==> src/rtl/rf_wb_pkg.sv <==
// Shared constants and types for the register-file writeback arbiter.
//   REG_ADDR_WIDTH_C : default register address width
//   REG_WIDTH_C      : default register data width
//   STARVE_CTR_WIDTH : width of the ex wait counter
//   grant_e          : which requester, if any, owns the write port this cycle
package rf_wb_pkg;

  localparam int unsigned REG_ADDR_WIDTH_C = 4;
  localparam int unsigned REG_WIDTH_C      = 8;
  localparam int unsigned STARVE_CTR_WIDTH = 4;

  typedef enum logic [1:0] {
    GNT_NONE = 2'd0,
    GNT_LD   = 2'd1,
    GNT_EX   = 2'd2
  } grant_e;

endpackage

==> src/rtl/wb_starve_ctr.sv <==
// Saturating count of consecutive cycles the ex requester was refused.
//   clk, rst_n  : clock, synchronous active-low reset
//   hold        : writeback stall; the count is frozen while high
//   ex_valid    : ex is requesting
//   ex_granted  : ex accepted this cycle
//   starved     : count has reached STARVE_LIMIT, so ex wins contention
module wb_starve_ctr
  import rf_wb_pkg::*;
#(
  parameter int unsigned STARVE_LIMIT = 3
) (
  input  logic clk,
  input  logic rst_n,
  input  logic hold,
  input  logic ex_valid,
  input  logic ex_granted,
  output logic starved
);

  localparam logic [STARVE_CTR_WIDTH-1:0] LimitC = STARVE_CTR_WIDTH'(STARVE_LIMIT);

  logic [STARVE_CTR_WIDTH-1:0] ctr_q, ctr_d;

  always_comb begin
    ctr_d = ctr_q;
    if (hold) begin
      ctr_d = ctr_q;
    end else if (!ex_valid || ex_granted) begin
      ctr_d = '0;
    end else if (ctr_q != LimitC) begin
      ctr_d = ctr_q + 1'b1;
    end
  end

  always_ff @(posedge clk) begin
    if (!rst_n) begin
      ctr_q <= '0;
    end else begin
      ctr_q <= ctr_d;
    end
  end

  assign starved = (ctr_q == LimitC);

endmodule

==> src/rtl/rf_wb_arbiter.sv <==
// Arbitrates the register file's single write port between the ex (ALU result)
// and ld (load return) writeback paths. ld has fixed priority unless ex has been
// refused STARVE_LIMIT consecutive cycles. Accepted writes are registered and
// presented to the reg file one cycle later.
//   clk, rst_n                    : clock, synchronous active-low reset
//   wb_hold                       : stall, blocks every grant
//   ex_valid/ex_reg/ex_value      : ex request and payload; ex_ready = accepted
//   ld_valid/ld_reg/ld_value      : ld request and payload; ld_ready = accepted
//   wr_enable/wr_reg/wr_value     : reg file write port
//   ex_starved                    : ex currently outranks ld
module rf_wb_arbiter
  import rf_wb_pkg::*;
#(
  parameter int unsigned REG_ADDR_WIDTH = REG_ADDR_WIDTH_C,
  parameter int unsigned REG_WIDTH      = REG_WIDTH_C,
  parameter int unsigned STARVE_LIMIT   = 3
) (
  input  logic                      clk,
  input  logic                      rst_n,
  input  logic                      wb_hold,
  input  logic                      ex_valid,
  input  logic [REG_ADDR_WIDTH-1:0] ex_reg,
  input  logic [REG_WIDTH-1:0]      ex_value,
  output logic                      ex_ready,
  input  logic                      ld_valid,
  input  logic [REG_ADDR_WIDTH-1:0] ld_reg,
  input  logic [REG_WIDTH-1:0]      ld_value,
  output logic                      ld_ready,
  output logic                      wr_enable,
  output logic [REG_ADDR_WIDTH-1:0] wr_reg,
  output logic [REG_WIDTH-1:0]      wr_value,
  output logic                      ex_starved
);

  grant_e grant;

  logic                      wr_en_q, wr_en_d;
  logic [REG_ADDR_WIDTH-1:0] wr_reg_q, wr_reg_d;
  logic [REG_WIDTH-1:0]      wr_value_q, wr_value_d;

  // Grant depends only on valids, hold and registered state, never on payloads.
  // Nothing is granted while reset is asserted, since the write would be dropped.
  always_comb begin
    grant = GNT_NONE;
    if (rst_n && !wb_hold) begin
      if (ld_valid && (!ex_valid || !ex_starved)) begin
        grant = GNT_LD;
      end else if (ex_valid) begin
        grant = GNT_EX;
      end
    end
  end

  assign ex_ready = (grant == GNT_EX);
  assign ld_ready = (grant == GNT_LD);

  wb_starve_ctr #(
    .STARVE_LIMIT(STARVE_LIMIT)
  ) u_starve_ctr (
    .clk       (clk),
    .rst_n     (rst_n),
    .hold      (wb_hold),
    .ex_valid  (ex_valid),
    .ex_granted(ex_ready),
    .starved   (ex_starved)
  );

  // Address and data hold their last values when no write is granted.
  always_comb begin
    wr_en_d    = 1'b0;
    wr_reg_d   = wr_reg_q;
    wr_value_d = wr_value_q;
    unique case (grant)
      GNT_LD: begin
        wr_en_d    = 1'b1;
        wr_reg_d   = ld_reg;
        wr_value_d = ld_value;
      end
      GNT_EX: begin
        wr_en_d    = 1'b1;
        wr_reg_d   = ex_reg;
        wr_value_d = ex_value;
      end
      default: begin
        wr_en_d = 1'b0;
      end
    endcase
  end

  always_ff @(posedge clk) begin
    if (!rst_n) begin
      wr_en_q    <= 1'b0;
      wr_reg_q   <= '0;
      wr_value_q <= '0;
    end else begin
      wr_en_q    <= wr_en_d;
      wr_reg_q   <= wr_reg_d;
      wr_value_q <= wr_value_d;
    end
  end

  // A write already registered is suppressed if reset arrives in its output
  // cycle, so a reset never lets a stale write reach the reg file.
  assign wr_enable = wr_en_q & rst_n;
  assign wr_reg    = wr_reg_q;
  assign wr_value  = wr_value_q;

endmodule

==> config.mk <==
export PLATFORM = sky130hd
export DESIGN_NAME = rf_wb_arbiter
export DESIGN_NICKNAME = d
export VERILOG_FILES = /design/src/rtl/rf_wb_pkg.sv /design/src/rtl/wb_starve_ctr.sv /design/src/rtl/rf_wb_arbiter.sv
export SDC_FILE = /design/constraint.sdc
export NUM_CORES = 1
export LEC_CHECK = 0
export ABC_AREA = 1
export ABC_CLOCK_PERIOD_IN_PS = 1800
export BUFFER_PORTS_ARGS = -buffer_cell sky130_fd_sc_hd__clkbuf_2
export CAP_MARGIN = 20
export CORE_UTILIZATION = 40
export CTS_CLUSTER_SIZE = 30
export DETAILED_ROUTE_END_ITERATION = 16
export PLACE_DENSITY_LB_ADDON = 0.05
export SYNTH_ARGS = -nofsm -noshare
export SYNTH_HDL_FRONTEND = slang
export SYNTH_SLANG_ARGS = --single-unit
==> constraint.sdc <==
create_clock -name clk -period 1.8 [get_ports clk]
set_input_delay 0.09 -clock clk [delete_from_list [all_inputs] [get_ports clk]]
set_output_delay 0.09 -clock clk [all_outputs]
set_load 0.05 [all_outputs]
# Word-level counts from Yosys, hierarchy flattened
# Index checks and enable logic that the tools add are counted.
[classes] shift=0 eq_ne=4 magnitude_cmp=0 mux=8 multipliers=0 n_div=0 bitwise=2 n_addsub=1 n_reduce_logical=11
[ops] op="$pmux W8 S2" count=1
[ops] op="$mux W4" count=2
[ops] op="$pmux W4 S2" count=1
[ops] op="$mux W2" count=3
[ops] op="$add A4 B1 Y4 const B" count=1
[ops] op="$eq A4 B2 Y1 const B" count=1
[ops] op="$ne A4 B2 Y1 const B" count=1
[ops] op="$reduce_bool A2 Y1" count=2
[ops] op="$logic_not A1 Y1" count=3
[ops] op="$eq A2 B1 Y1 const B" count=1
[ops] op="$eq A2 B2 Y1 const B" count=1
[ops] op="$logic_and A1 B1 Y1" count=2
[ops] op="$logic_or A1 B1 Y1" count=2
[ops] op="$reduce_and A2 Y1" count=1
[ops] op="$reduce_or A2 Y1" count=1
[ops] op="$and A1 B1 Y1" count=1
[ops] op="$mux W1" count=1
[ops] op="$not A1 Y1" count=1
[totals] mem_bits_ro=0 ramBits=0 elab_cells=30 latchBits=0 input_bits=29 memories=0 reg_bits=17 output_inout_bits=16

# Logic depth before layout (Yosys ltp)
# Gate-level depths: netlist (run 1).
[logic_depth] ltp_word=10 depth_mapped=12 ltp_nobuf=11

# Cells and area by module
# A second synthesis (run 1) with hierarchy kept.
[hier_totals] cells_unflattened=147 area_unflattened_um2=925.9
[by_module_without_submodules] mod="rf_wb_arbiter" area_per_inst_um2=658.1 n_inst=1 seq_area_each_um2=260.2 cells_per_inst=107
[by_module_without_submodules] mod="wb_starve_ctr" area_per_inst_um2=267.8 n_inst=1 seq_area_each_um2=80.1 cells_per_inst=40

# Worst setup path after synthesis (run 1)
# OpenSTA, ideal clock, no wires.
[synth_timing] path_type="register to register" startpoint="register u_starve_ctr.ctr_q[0]" endpoint="register wr_reg_q[0], in the netlist wr_reg[0]" arrival_time_ps=2075 n_path_buf=2 stages_incl_launch_ff=11 setup_slack_ps=-394 setup_ps=119 period_less_slack_ps=2194 required_time_ps=1681 path_cell_list="dfxtp_1 > ha_1 > nand2_4 > o21ai_2 > nand4_2 > inv_2 > ha_1 > buf_6 > buf_6 > mux2i_1 > o21ai_1"
[synth_between] elab_chain_len=8 word_cells_on_any_way=10 cone_classes="eq/ne (3); mux (3); reduce/logical (4)"
[synth_lines] item="start: declaration" line="wb_starve_ctr.sv:22" text="logic [STARVE_CTR_WIDTH-1:0] ctr_q, ctr_d;"
[synth_lines] item="start signal: assignment" line="wb_starve_ctr.sv:39" text="ctr_q <= ctr_d;"
[synth_lines] item="$eq A4 B2 Y1 *" line="wb_starve_ctr.sv:43" text="assign starved = (ctr_q == LimitC);"
[synth_lines] item="$logic_not A1 Y1 *" line="rf_wb_arbiter.sv:46" text="if (ld_valid && (!ex_valid || !ex_starved)) begin"
[synth_lines] item="$logic_or A1 B1 Y1 *" line="rf_wb_arbiter.sv:46"
[synth_lines] item="$logic_and A1 B1 Y1 *" line="rf_wb_arbiter.sv:46"
[synth_lines] item="$mux W2 *" line="rf_wb_arbiter.sv:46"
[synth_lines] item="$mux W2 *" line="rf_wb_arbiter.sv:45" text="if (rst_n && !wb_hold) begin"
[synth_lines] item="$eq A2 B2 Y1 *"
[synth_lines] item="net ex_ready" line="rf_wb_arbiter.sv:24" text="output logic ex_ready,"
[synth_lines] item="$pmux W4 S2 or $reduce_bool A2 Y1 (tied branches)"
[synth_lines] item="end signal: assignment" line="rf_wb_arbiter.sv:97" text="wr_reg_q <= wr_reg_d;"
[synth_lines] item="end: declaration" line="rf_wb_arbiter.sv:38" text="logic [REG_ADDR_WIDTH-1:0] wr_reg_q, wr_reg_d;"
# Mark *: on every way through the listed nets, which the timed path passes. The rest lies on a longest branch.
# A chain may end at the register's enable or synchronous reset.

# Worst setup path in the final report (run 1)
[layout_timing] startpoint="register u_starve_ctr.ctr_q[0]" endpoint="output ld_ready"
[layout_between] elab_chain_len=7
[layout_lines] item="$eq A4 B2 Y1" line="wb_starve_ctr.sv:43"
[layout_lines] item="$logic_not A1 Y1" line="rf_wb_arbiter.sv:46"
[layout_lines] item="$logic_or A1 B1 Y1" line="rf_wb_arbiter.sv:46"
[layout_lines] item="$logic_and A1 B1 Y1" line="rf_wb_arbiter.sv:46"
[layout_lines] item="$mux W2" line="rf_wb_arbiter.sv:46"
[layout_lines] item="$mux W2" line="rf_wb_arbiter.sv:45"
[layout_lines] item="$eq A2 B1 Y1" line="rf_wb_arbiter.sv:55" text="assign ld_ready = (grant == GNT_LD);"
[layout_lines] item="end: declaration" line="rf_wb_arbiter.sv:28" text="output logic ld_ready,"
# Every way passes these cells.

==> impl_metrics.tcl, run 1 <==
set metrics [dict create \
    gr-total-overflow 0 \
    place_inst 176 \
    wirelength_um 2092 \
    top_layer "met3" \
    fill_cells 215 \
    slew_violations 0 \
    grt_pass1_vias 748 \
    drc 0 \
    dp_slack_ns 0.03517 \
    root_buffer "clkbuf_4" \
    hold_viol_final 0 \
    arrival_ns 1.66 \
    wl_met1_um 899 \
    leakagePower_uw 0.0005928 \
    crit_path_cell_trace "ha_4 > nand2_4 > o21ai_4 > nor2_2 > buf_4 > ha_1 > clkbuf_2" \
    fp.dieW_um 49.98 \
    viasPerCell 4.914 \
    std_cell_rows 17 \
    synth.distinct_cells 23 \
    max-slew-margin-rel_pct 79.43 \
    critPathCaptureType "output port" \
    min_period_over_period_pct 97.37 \
    gp_congestion 0.7465 \
    path_clk_slew_ns 0.10 \
    drt-initial-drc-count 5 \
    yosysTopAreaCell "dfxtp_1" \
    largest_reg_flops 8 \
    setup_ws_ns 0.04731 \
    place_hpwl_um 1466 \
    synthCells 107 \
    instances_no_fill 187 \
    worstSetupPathType "register to output port" \
    nets 192 \
    cp_max_fo 5 \
    cp_top_family "flip-flops" \
    area_growth_pct 41.58 \
    groute.usage.overall_pct 16.83 \
    ys_top_cells_by_area "dfxtp_1, mux2i_1, nand3_1, o21ai_1, buf_6" \
    yosysTopAreaCellShare_pct 36.96 \
    drive_gt1_share_pct 51.57 \
    p_per_area_nw_per_um2 606.5 \
    status "finished, final reports clean" \
    dieHeight_um 49.98 \
    drv_cap 0 \
    yosys_warnings 0 \
    vias 919 \
    synth_nets 139 \
    portBuffers 44 \
    antenna-diode-count 0 \
    multi_input_area_um2 536.8 \
    final-seq-area_um2 349.1 \
    grt_pass1_wl_um 3187 \
    seq_area_frac_synth_pct 36.96 \
    cts.sinks 17 \
    ir_drop_mv 0.4375 \
    cts_max_level 1 \
    route.met2.wl_um 1094 \
    ios 45 \
    syn_area_um2 920.9 \
    synth.avg_cell_area_um2 8.606 \
    cts_hold_buf 0 \
    wl_met3_um 97 \
    drtPass1Iterations 4 \
    cts_made_buffers 3 \
    die_area_um2 2498 \
    cts_tree "built" \
    ant_nets 0 \
    antenna_found_initial 0 \
    rsz0062_at_grt "yes" \
    required_ns 1.71 \
    core_area_um2 2191 \
    period_minus_slack_ns 1.753 \
    critical_path_buf_inv_count 2 \
    initial_core_util_pct 42.03 \
    cpMaxStageDelayCell "dfxtp_4" \
    grt_max_degree 13 \
    min-delay-path-class "primary input to register" \
    cts_max_path_buffers 2 \
    setup_viol 0 \
    synth-seq-cells 17 \
    max_freq_mhz 570.6 \
    clk_latency_ns 0.28 \
    fin_skew_ns 0.001640 \
    worst_pin_slew_ns 0.3082 \
    worstSetupStartpointType "register" \
    crit_path_max_incr_delay_ns 0.40 \
    wl_per_cell_um 11.19 \
]
## layout by cell type, fill, tap and decap left out, drive strengths merged
| cell | n |
|---|---|
| nor3 | 1 |
| nand4 | 4 |
| nand2 | 13 |
| inv | 12 |
| ha | 3 |
| mux2i | 12 |
| nand3 | 16 |
| dfxtp | 17 |
| a21oi | 3 |
| buf | 11 |
| o21ai | 13 |
| nor2 | 7 |
| clkbuf | 47 |
## repair_timing
action | CTS | global route
endpoints found under the hold margin | 0 | 0
endpoints found under the setup margin | 1 | 17
setup buffers | 2 | 5
pin swaps | 0 | 7
gates resized for setup | 1 | 17
cloned | 0 | 0
## Yosys cell counts, drive strengths merged
library cell	n
dfxtp	17
buf	6
nor2	7
ha	3
inv	12
mux2i	12
o21ai	13
nand2	13
nand3	16
nand4	4
nor3	1
a21oi	3
## tightest hold or removal path, stage by stage
cell      delay (ns)
clkbuf_2        0.07
mux2i_1         0.05
o21ai_1         0.10
## through the flow
stage	cell area [um^2]	hold slack (ns)	setup TNS [ns]	util [%]	power, uW
after global placement	1171	0.3508	0	53.46	587.4
final	1304	0.05407	0	59.51	790.7
after CTS	1215	0.05071	-0.003014	55.45	794.2
after global routing	1304	0.06207	-0.1255	59.51	834.8
after floorplan	948.4	0.2631	0	-	537.2
after detailed placement	1171	0.3592	0	53.46	590.2
## per-layer routing
metal | up-vias | GRT usage, %
met5 | - | 0
met1 | 424 | 19.37
met2 | 26 | 30.44
li1 | 469 | -
met4 | 0 | 2.857
met3 | 0 | 4.938
## cells by family after synthesis
kind of cell / after synthesis / synth area share [%]
buffers and inverters: 18 / 11.14
adder cells (fa/ha/maj): 3 / 4.077
multiplexers: 12 / 13.04
flip-flops: 17 / 36.96
AO/OA/AOI/OAI: 16 / 9.919
AND/OR/NAND/NOR: 41 / 24.86
## power by group
part / switching, uW / total (uW) / leakage, uW / internal, uW
clock network: 116 / 202 / 0.0000150 / 86.1
logic: 120 / 187 / 0.000437 / 67.9
registers: 10.7 / 402 / 0.000140 / 391
## final cells by class
| cell class | count | share of cell area, % |
|---|---|---|
| repair buffers | 54 | 23.70 |
| well taps | 28 | 2.687 |
| clock buffers | 4 | 2.015 |
| inverters | 12 | 3.647 |
| flip-flops and latches | 17 | 26.78 |
| multi-input cells | 72 | 41.17 |
## path summary, 6_finish.rpt
path / startpoint / end / slack (ns) / cells after the start
hold / removal: ld_value[5] / wr_value[5] / 0.05 / 3
setup reg to reg: u_starve_ctr.ctr_q[0] / u_starve_ctr.ctr_q[0] / 0.05 / 12
setup / recovery: u_starve_ctr.ctr_q[0] / ld_ready / 0.05 / 7
hold reg to reg: wr_value[5] / wr_value[5] / 0.48 / 2
Note: power is estimated with default switching activity, not from simulation.
==> run 2, diff against run 1 <==
--- a/config.mk
+++ b/config.mk
@@ -12,6 +12,7 @@
 export CORE_UTILIZATION = 40
 export CTS_CLUSTER_SIZE = 30
 export DETAILED_ROUTE_END_ITERATION = 16
+export GPL_TIMING_DRIVEN = 0
 export PLACE_DENSITY_LB_ADDON = 0.05
 export SYNTH_ARGS = -nofsm -noshare
 export SYNTH_HDL_FRONTEND = slang
==> impl_metrics.tcl, run 2 (same netlist as run 1, synthesis figures left out) <==
set metrics [dict create \
    critical_path_buf_inv_count 3 \
    power_uw 800.8 \
    fill_cells 198 \
    p_switching_uw 247.1 \
    fin_setup_tns_ns 0 \
    drive_gt1_share_pct 51.55 \
    whs_ns 0.05601 \
    ios 45 \
    cp_top_family "flip-flops" \
    cp_common_cell "ha_4" \
    critPathCaptureType "register" \
    portBuffers 43 \
    ir_drop_mv 0.5019 \
    min-delay-path-class "primary input to register" \
    period_minus_slack_ns 1.746 \
    wl_per_cell_um 10.70 \
    ant_nets 0 \
    min_period_over_period_pct 96.98 \
    core_area_um2 2191 \
    place_hpwl_um 1431 \
    grt_pass1_vias 757 \
    worst_pin_slew_ns 0.2849 \
    fin_skew_ns 0.0007807 \
    fp.dieW_um 49.98 \
    worstSetupStartpointType "register" \
    mostFrequentLayoutCell "clkbuf_2" \
    antenna_found_initial 0 \
    initial_core_util_pct 42.03 \
    viasPerCell 4.783 \
    crit_path_cell_trace "ha_4 > nand2_4 > o21ai_4 > nand4_2 > inv_2 > ha_4 > buf_8 > buf_12 > mux2i_2 > o21ai_1" \
    gp_congestion 0.7578 \
    leakagePower_uw 0.0006143 \
    cts_made_buffers 3 \
    drv_cap 0 \
    dieHeight_um 49.98 \
    comb_power_share_pct 24.8 \
    p_sw_share_pct 30.86 \
    setup_viol 0 \
    p_seq_share_pct 49.9 \
    drtPass1Iterations 4 \
    root_buffer "clkbuf_4" \
    cts_max_path_buffers 2 \
    crit_path_max_incr_delay_ns 0.38 \
    cts_max_level 1 \
    drt-initial-drc-count 10 \
    cpMaxStageDelayCell "dfxtp_4" \
    instances_no_fill 189 \
    cts_hold_buf 0 \
    drc 0 \
    std_cell_rows 17 \
    status "finished, final reports clean" \
    grt_max_degree 11 \
    slew_violations 0 \
    place_area_um2 1199 \
    cp_max_fo 6 \
    final_cell_mix "clkbuf_2, nand3_1, dfxtp_1" \
    nets 194 \
    gr-total-overflow 0 \
    required_ns 1.99 \
    wirelength_um 2022 \
    vias 904 \
    power_frac_clock_pct 25.3 \
    p_per_area_nw_per_um2 599.3 \
    antenna-diode-count 0 \
    clk_latency_ns 0.29 \
    max_freq_mhz 572.9 \
    cts_tree "built" \
    cts.sinks 17 \
    die_area_um2 2498 \
    groute.usage.overall_pct 16.05 \
    arrival_ns 1.93 \
    fin_area_um2 1336 \
    power.internal_uw 553.7 \
    max-slew-margin-rel_pct 81.09 \
    hold_viol_final 0 \
    worstSetupPathType "register to register" \
    area_growth_pct 45.11 \
    grt_pass1_wl_um 3125 \
    place_inst 178 \
    path_clk_slew_ns 0.09 \
    rsz0062_at_grt "yes" \
    largest_reg_flops 8 \
]
==> run 2: cell types whose count changed in the layout (fill, tap and decap cells not counted), moves of 2 or more <==
cell and delta:
buf_2 +3, buf_4 -3, mux2i_1 -3, mux2i_2 +3, nand2_1 +3, nand2_2 -2
==> run 2: layout make-up <==
type / instances / area, um^2 / area share, %
clock buffer: 4 / 26.28 / 1.966
multi-input combinational: 72 / 524.3 / 39.23
buffer: 6 / 67.56 / 5.056
timing repair buffer: 50 / 285.3 / 21.35
tap: 28 / 35.03 / 2.622
sequential: 17 / 350.3 / 26.22
inverter: 12 / 47.55 / 3.558
==> run 2: power groups by stage <==
stage               combinational (uW)  clock, uW  sequential, uW
CTS                                183        213             402
global route                       213        229             402
finish                             198        203             400
global placement                   179          0             411
detailed placement                 182          0             412
floorplan                         78.0          0             459
==> run 2: repair_timing <==
action	4_1_cts	5_1_grt
cloned	0	1
resized for setup	2	11
setup endpoints to repair	3	15
buffers inserted	0	6
pin swaps	0	3
==> run 2: worst min-delay path, stage by stage <==
cell      delay [ns]
clkbuf_2        0.07
mux2i_1         0.05
o21ai_1         0.10
==> run 2: path summary, 6_finish.rpt <==
check                        startpoint  cells after the start  slack [ns]          end
setup / recovery  u_starve_ctr.ctr_q[0]                     10        0.05    wr_reg[0]
hold / removal              ld_value[6]                      3        0.06  wr_value[6]
setup reg to reg  u_starve_ctr.ctr_q[0]                     10        0.05    wr_reg[0]
hold reg to reg               wr_reg[2]                      2        0.48    wr_reg[2]
==> run 2: metrics by stage <==
step | worst slack (ns) | utilization, %
after floorplan | 0.02076 | -
after global placement | 0.02789 | 54.71
after detailed placement | 0.007481 | 54.71
after CTS | 0.01312 | 56.20
after global routing | -0.03941 | 60.99
final | 0.05444 | 60.99
==> run 2: layer usage <==
layer | part of all wire (%) | track usage [%]
met1 | 44 | 19.74
met2 | 49 | 27.33
met3 | 6.3 | 5.864
met4 | 0.40 | 1.429
met5 | 0 | 0
